File: config.mk
export PLATFORM = sky130hd
export DESIGN_NAME = seg7_scan_driver
export DESIGN_NICKNAME = d
export VERILOG_FILES = /design/src/rtl/seg7_pkg.sv /design/src/rtl/seg7_decode.sv /design/src/rtl/seg7_scan_driver.sv
export SDC_FILE = /design/constraint.sdc
export NUM_CORES = 1
export LEC_CHECK = 0
export ABC_AREA = 0
export CORE_MARGIN = 3
export CORE_UTILIZATION = 30
export DETAILED_ROUTE_END_ITERATION = 8
export PLACE_DENSITY_LB_ADDON = 0.12
export REMOVE_ABC_BUFFERS = 1
export SLEW_MARGIN = 20
export SYNTH_ARGS = -nofsm -noshare
export SYNTH_HDL_FRONTEND = slang
export SYNTH_SLANG_ARGS = --single-unit
File: constraint.sdc
create_clock -name clk -period 2.7 [get_ports clk]
set_input_delay 0.54 -clock clk [delete_from_list [all_inputs] [get_ports clk]]
set_output_delay 0.54 -clock clk [all_outputs]
set_load 0.05 [all_outputs]
File: src/rtl/seg7_pkg.sv
// Shared constants for the countdown digit bus and the 7-segment display side.
// Segment patterns are active-high, ordered {g,f,e,d,c,b,a}.
package seg7_pkg;

   localparam int NUM_DIGITS = 6;

   typedef logic [3:0] code_t;
   typedef logic [6:0] pat_t;

   localparam code_t CODE_F    = 4'hA;
   localparam code_t CODE_U    = 4'hB;
   localparam code_t CODE_C    = 4'hC;
   localparam code_t CODE_DASH = 4'hD;

   localparam pat_t PAT_0     = 7'h3F;
   localparam pat_t PAT_1     = 7'h06;
   localparam pat_t PAT_2     = 7'h5B;
   localparam pat_t PAT_3     = 7'h4F;
   localparam pat_t PAT_4     = 7'h66;
   localparam pat_t PAT_5     = 7'h6D;
   localparam pat_t PAT_6     = 7'h7D;
   localparam pat_t PAT_7     = 7'h07;
   localparam pat_t PAT_8     = 7'h7F;
   localparam pat_t PAT_9     = 7'h6F;
   localparam pat_t PAT_F     = 7'h71;
   localparam pat_t PAT_U     = 7'h3E;
   localparam pat_t PAT_C     = 7'h39;
   localparam pat_t PAT_DASH  = 7'h40;
   localparam pat_t PAT_BLANK = 7'h00;

endpackage

File: src/rtl/seg7_decode.sv
// Combinational 4-bit display code to active-high {g,f,e,d,c,b,a} pattern.
// Codes E and F render blank.
module seg7_decode
   import seg7_pkg::*;
(
   input  logic [3:0] code,
   output logic [6:0] pattern
);

   always_comb begin
      pattern = PAT_BLANK;
      case (code)
         4'h0:      pattern = PAT_0;
         4'h1:      pattern = PAT_1;
         4'h2:      pattern = PAT_2;
         4'h3:      pattern = PAT_3;
         4'h4:      pattern = PAT_4;
         4'h5:      pattern = PAT_5;
         4'h6:      pattern = PAT_6;
         4'h7:      pattern = PAT_7;
         4'h8:      pattern = PAT_8;
         4'h9:      pattern = PAT_9;
         CODE_F:    pattern = PAT_F;
         CODE_U:    pattern = PAT_U;
         CODE_C:    pattern = PAT_C;
         CODE_DASH: pattern = PAT_DASH;
         default:   pattern = PAT_BLANK;
      endcase
   end

endmodule

File: src/rtl/seg7_scan_driver.sv
// Six-digit multiplexed 7-segment driver: prescaled slot scan, per-frame input
// snapshot, message mode, decimal points, anti-ghost dead time and blink.
module seg7_scan_driver
   import seg7_pkg::*;
#(
   parameter int SCAN_DIV    = 50000,
   parameter int DEAD_CYC    = 64,
   parameter int BLINK_SLOTS = 1200,
   parameter bit SEG_ACT_LOW = 1'b1,
   parameter bit AN_ACT_LOW  = 1'b1
) (
   input  logic       clk,
   input  logic       reset_n,
   input  logic [3:0] min,
   input  logic [3:0] seg2,
   input  logic [3:0] seg1,
   input  logic [3:0] deci,
   input  logic [3:0] centi,
   input  logic [3:0] milli,
   input  logic       blink_en,
   output logic [6:0] seg,
   output logic       dp,
   output logic [5:0] an
);

   localparam int PW = $clog2(SCAN_DIV);
   localparam int BW = (BLINK_SLOTS > 1) ? $clog2(BLINK_SLOTS) : 1;

   logic [PW-1:0] pcnt;
   logic [2:0]    idx;
   logic [BW-1:0] bcnt;
   logic          bphase;
   logic          tick;
   logic [3:0]    snap [NUM_DIGITS];

   logic [3:0]    cur_code;
   logic [6:0]    cur_pat;
   logic          msg;
   logic          out_en;
   logic [6:0]    seg_hi;
   logic          dp_hi;
   logic [5:0]    an_hi;

   assign tick = (pcnt == PW'(SCAN_DIV - 1));

   always_ff @(posedge clk or negedge reset_n) begin
      if (!reset_n) begin
         pcnt   <= '0;
         idx    <= '0;
         bcnt   <= '0;
         bphase <= 1'b1;
      end else begin
         pcnt <= tick ? '0 : pcnt + 1'b1;
         if (tick) begin
            idx <= (idx == 3'd5) ? '0 : idx + 3'd1;
            if (bcnt == BW'(BLINK_SLOTS - 1)) begin
               bcnt   <= '0;
               bphase <= ~bphase;
            end else begin
               bcnt <= bcnt + 1'b1;
            end
         end
      end
   end

   // All six digits latch together at the frame wrap so a frame never tears.
   always_ff @(posedge clk or negedge reset_n) begin
      if (!reset_n) begin
         for (int unsigned i = 0; i < NUM_DIGITS; i++) snap[i] <= '0;
      end else if (tick && idx == 3'd5) begin
         snap[5] <= min;
         snap[4] <= seg2;
         snap[3] <= seg1;
         snap[2] <= deci;
         snap[1] <= centi;
         snap[0] <= milli;
      end
   end

   always_comb begin
      cur_code = '0;
      case (idx)
         3'd0:    cur_code = snap[0];
         3'd1:    cur_code = snap[1];
         3'd2:    cur_code = snap[2];
         3'd3:    cur_code = snap[3];
         3'd4:    cur_code = snap[4];
         3'd5:    cur_code = snap[5];
         default: cur_code = '0;
      endcase
   end

   seg7_decode u_decode (
      .code    (cur_code),
      .pattern (cur_pat)
   );

   always_comb begin
      msg    = (snap[5] == CODE_F);
      out_en = (pcnt >= PW'(DEAD_CYC)) && !(blink_en && !bphase);
      seg_hi = '0;
      dp_hi  = 1'b0;
      an_hi  = '0;
      if (out_en) begin
         an_hi  = 6'b1 << idx;
         seg_hi = (msg && (idx == 3'd0 || idx == 3'd1)) ? PAT_BLANK : cur_pat;
         dp_hi  = !msg && (idx == 3'd5 || idx == 3'd3);
      end
   end

   // Polarity is applied only here; everything upstream is active-high.
   always_ff @(posedge clk or negedge reset_n) begin
      if (!reset_n) begin
         seg <= {7{SEG_ACT_LOW}};
         dp  <= SEG_ACT_LOW;
         an  <= {6{AN_ACT_LOW}};
      end else begin
         seg <= seg_hi ^ {7{SEG_ACT_LOW}};
         dp  <= dp_hi ^ SEG_ACT_LOW;
         an  <= an_hi ^ {6{AN_ACT_LOW}};
      end
   end

endmodule

* Yosys cells after proc, flatten, opt, wreduce, memory -nomap -nowiden
Memory sizes are Yosys's and may differ from the RTL's. Cells that the tools add are included.
Word-level totals: input bits 27, output and inout port bits 14, ROM bits 112, bits in registers 69, word-level logic and storage cells 51, memories 1
Cells by class: $add $sub $neg 3, shifts and indexed selects 1, mux-type cells 8, order comparisons 1, bitwise logic cells 4, equal/unequal tests 8, reduce and logical (&&, ||, !) cells 12
Memory list:
- (no name shown) | words 16, width 7, read ports 1, clocked after Yosys merged registers in 0, wr ports 0, RTL line seg7_decode.sv:12 | case (code)
Operators by type and width (count):
- $pmux 4 s6 | 1
- $add 16x1->16 const B | 1
- $eq 16x16->1 const B | 1
- $ge 16x7->1 const B | 1
- $mux 16 | 1
- $mux 7 | 2
- $add 11x1->11 const B | 1
- $eq 11x11->1 const B | 1
- $mux 11 | 1
- $not 7->7 | 1
- $eq 3x2->1 const B | 2
- $eq 3x3->1 const B | 2
- $mux 6 | 1
- $not 6->6 | 1
- $shl 1x3->6 const A | 1
- $logic_and 1x1->1 | 5
- $eq 4x4->1 const B | 1
- $add 3x1->3 const B | 1
- $eq 3x1->1 const B | 1
- $logic_not 1->1 | 3
- $logic_not 3->1 | 1
- $mux 3 | 1
- $logic_or 1x1->1 | 2
- $not 1->1 | 2
- 2 further kinds | 2

* Depth between registers and ports, before layout
Gate-level depths: netlist of the first run.
depth after elaboration 6, mapped depth 10, mapped depth without buffers 8

* By module
From an unflattened synthesis of the first run, not the netlist that was laid out.
Unflattened totals: cell total of the unflattened synthesis 302, area total of the unflattened synthesis 3493.4 µm²
Modules (own cells, without submodules):
- seg7_scan_driver | seq. area each 1745.4 µm², cells an instance 267, times used 1, area an instance 3248.1 µm²
- seg7_decode | seq. area each 0.0 µm², cells an instance 35, times used 1, area an instance 245.2 µm²

* Worst setup path before layout of the first run
Ideal clock, no wire load.
path kind flip-flop to flip-flop, start register idx[1], end register seg[0], data arrival time 2.454 ns, slack 0.152 ns, stages on the path, launching flop included 10, path buffers 2, period minus slack after synthesis 2.548 ns, cell sequence dfrtp_1 buf_6 buf_2 and2_1 ha_1 a221oi_1 ha_1 a21oi_1 a2111oi_0 a21oi_1
Between the ends: cells in the longest elaborated chain, start to end 6, elaborated cells on any way between the ends 13, those cells by class 5 x eq/ne; 3 x mux; 1 x bitwise; 3 x reduce/logical; 1 x memory
RTL lines:
- from (decl) | RTL line seg7_scan_driver.sv:30 | logic [2:0] idx;
- from (signal assigned) | RTL line seg7_scan_driver.sv:55 | idx <= (idx == 3'd5) ? '0 : idx + 3'd1;
- $eq 3x3->1, or another cell as far along | RTL line seg7_scan_driver.sv:82 | case (idx)
- $pmux 4 s6 or $logic_or 1x1->1 (tied branches) | RTL line seg7_scan_driver.sv:82, seg7_scan_driver.sv:106
- $mem_v2 16x7 or $logic_and 1x1->1 (tied branches)
- $mux 7 (*) | RTL line seg7_scan_driver.sv:106 | seg_hi = (msg && (idx == 3'd0 || idx == 3'd1)) ? PAT_BLANK : cur_pat;
- $mux 7 (*) | RTL line seg7_scan_driver.sv:104 | if (out_en) begin
- $not 7->7 (no source line) (*)
- to (signal assigned) | RTL line seg7_scan_driver.sv:114 | seg <= {7{SEG_ACT_LOW}};
- to (signal assigned) | RTL line seg7_scan_driver.sv:118 | seg <= seg_hi ^ {7{SEG_ACT_LOW}};
- to (decl) | RTL line seg7_scan_driver.sv:21 | output logic [6:0] seg,
Mark *: on every way between the ends. The rest lies on a longest branch, timed or not. A chain may end at the register's enable or synchronous reset.

* Worst setup path in the final report of the first run
start register idx[2], end register seg[0]
The elaborated chain is that of the path after synthesis.

==> metrics.cfg, run 1 <==
[run_status]
status=finished clean

[yosys]
synthDistinctLibCells=53
ys.flop_type=dfrtp_1
async_flop_share_pct=100
ys_ff_latch=69
postSynthCellCount=298
synth_area_leaders=dfrtp_1, dfstp_2, mux2_2
synthTopCellsByCount=dfrtp_1, mux2_2, nor2_1
synth_edf_count=0
yosysSeqAreaShare_pct=51.2
synth_area_um2=3410
avgSynthCellArea_um2=11.4
synth_top_area_share_pct=39.6
synth.most_common_cell=dfrtp_1
yosysWarnings=0
synth_top_area_cell=dfrtp_1

[sta]
period_share_pct=89.2
fin_crit_ns=2.41
skew_ns=0.00855
setup_tns_ns=0
relSlewSlack_pct=60.3
hold_viol=0
max_freq_ghz=0.415
rsz0062_at_grt=false
setup_viol_count_final=0
tightest_slew_ns=0.591
slew_viol_final=0

[clock_network]
cts.sinks=69
cts.repair.resized=0
hold_buffers=0
numCtsBuffers=9
root_buffer=clkbuf_16
clk_path_buf_depth=2
cts_tree=built
clk_pin_slew_worst_paths_ns=0.06
h-tree-depth=3
cts_setup_buffers=0
clkLatencyLatePin_ns=0.33

[critical_path]
crit-reg2reg-launch=idx[2]
cpLargestDelayFamily=compound AO/OA/AOI/OAI gates
r2r_slack_ns=0.29
crit_type=reg -> reg
slowest_delay_ns=0.64
crit_required_ns=2.94
cp_max_fo=12
rr_worst_depth=9
worstReg2RegEnd=seg[0]
cp_slowest_cell=dfrtp_1
end_kind=flop
crit_path_start_kind=flop
arrival_ns=2.65
path_cells=inv_1 -> ha_1 -> a22o_1 -> nor2_1 -> buf_4 -> ha_1 -> a21oi_1 -> a2111oi_0 -> a21oi_1
crit_buf_inv=2

[global_routing]
grt_use_total_pct=12.3
grt_pass1_wl_um=12600
antenna_found_initial=0
grt_max_degree=31
grt_pass1_vias=2422
grt_overflow=0

[finish]
finalNetCount=381
fin_util_pct=39.2
final_layout_size_suffix_gt1_share_pct=23.2
diodes=0
area_delta_synth_final_pct=26.3
fillerInstances=1116

[die]
io_pins=41
start_util_pct=31.1
core-area_um2=11000
fp.dieH_um=113
dieArea_um2=12700
die_x_um=113
rows=38

[run]
maxCapViolCount=0

[routing]
vias=2340
drc=0
antenna_left=0
drt_first_pass_iters=5
wl_um=7160
wl_per_cell_um=14.6
drtIter0Drc=108
viasPerCell=4.79

[placement]
numPortBuffers=40
globalplace.congestion=0.782
dp_hpwl_um=5190

[pwr]
powerDensity_nw_per_um2=568
vdd_drop_max_mv=0.289
p_leak_nw=1.80

[hold_path]
hold_class=in -> async

## worst register-to-register path, stage by stage, from the launching register on
cell       delay, ns
dfrtp_1         0.64
inv_1           0.16
ha_1            0.30
a22o_1          0.26
nor2_1          0.10
buf_4           0.16
ha_1            0.17
a21oi_1         0.05
a2111oi_0       0.40
a21oi_1         0.08
## power by group
part / leakage [nW] / total [mW] / internal, mW / switching [mW]
clock network: 0.148 / 1.26 / 0.811 / 0.454
registers: 0.842 / 1.06 / 1.05 / 0.00970
logic: 0.812 / 0.119 / 0.0669 / 0.0522
## registers in the layout, indices dropped and copies added, names as in the netlist
signal	cells
snap	24
pcnt	16
bcnt	11
seg	7
an	6
idx	3
bphase	1
dp	1
## worst max-delay path by stage
stage	from	to	depth (start not counted)
after detailed placement	idx[2]	seg[0]	7
after CTS	idx[2]	seg[5]	8
after global placement	idx[2]	seg[0]	9
after global routing	idx[2]	seg[5]	6
after floorplan	idx[2]	seg[0]	7
final	idx[2]	seg[0]	9
## area by class of cell
| type | count | area (um^2) | area share (%) |
|---|---|---|---|
| flip-flops and latches | 69 | 1750 | 40.5 |
| multi-input cells | 207 | 1560 | 36.1 |
| repair buffers | 49 | 475 | 11.0 |
| clock buffers | 9 | 225 | 5.23 |
| well taps | 140 | 175 | 4.07 |
| clock inverters | 7 | 100 | 2.32 |
| inverters | 8 | 30.0 | 0.697 |
## layout by cell type, fill, tap and decap left out, types with 9 or more instances in the layout
cell             Yosys  layout
mux2_2              31      31
dfstp_2             15      15
clkbuf_16            0       9
xnor2_1             12      12
clkdlybuf4s50_1      0      39
nand2_1             16      16
nor2_1              22      22
nand3_1             15      15
dfrtp_1             54      54
ha_1                10      10
xor2_1               9       9
## through the flow
step | hold WS (ns) | worst slack [ns] | cells | cell area [um^2] | total power [mW]
detailed placement | 0.471 | 0.286 | 473 | 3980 | 1.21
finish | 0.209 | 0.293 | 489 | 4310 | 2.45
global route | 0.252 | 0.0365 | 489 | 4310 | 2.56
floorplan | 0.244 | 0.125 | 284 | 3330 | 1.12
CTS | 0.230 | 0.290 | 489 | 4310 | 2.50
global placement | 0.463 | 0.342 | 473 | 3980 | 1.21
## routing by layer
layer / vias to the layer above / share of wire [%] / GRT usage [%]
li1: 1151 / - / -
met1: 1150 / 48 / 17.3
met2: 35 / 48 / 18.6
met3: 4 / 3.0 / 2.86
met4: 0 / 0.61 / 4.57
met5: - / 0 / 0
## cells by family (layout without fill, tap and decap cells)
kind of cell / count (synthesis) / in the layout / synth area share, %
buffers and inverters: 22 / 73 / 3.19
xor gates and xnor gates: 21 / 21 / 5.39
AOI/OAI and AO/OA: 40 / 40 / 8.40
adders and majority gates: 10 / 10 / 3.67
and+or+nand+nor: 97 / 97 / 15.6
DFF: 69 / 69 / 51.2
muxes: 39 / 39 / 12.6
(Power assumes the default switching activity.)
==> inputs of run 2 (changes only) <==
--- a/config.mk
+++ b/config.mk
@@ -6,6 +6,7 @@
 export NUM_CORES = 1
 export LEC_CHECK = 0
 export ABC_AREA = 0
+export CAP_MARGIN = 20
 export CORE_MARGIN = 3
 export CORE_UTILIZATION = 30
 export DETAILED_ROUTE_END_ITERATION = 8
==> results of run 2 <==
Final layout, timing and power as in run 1 (identical DEF).
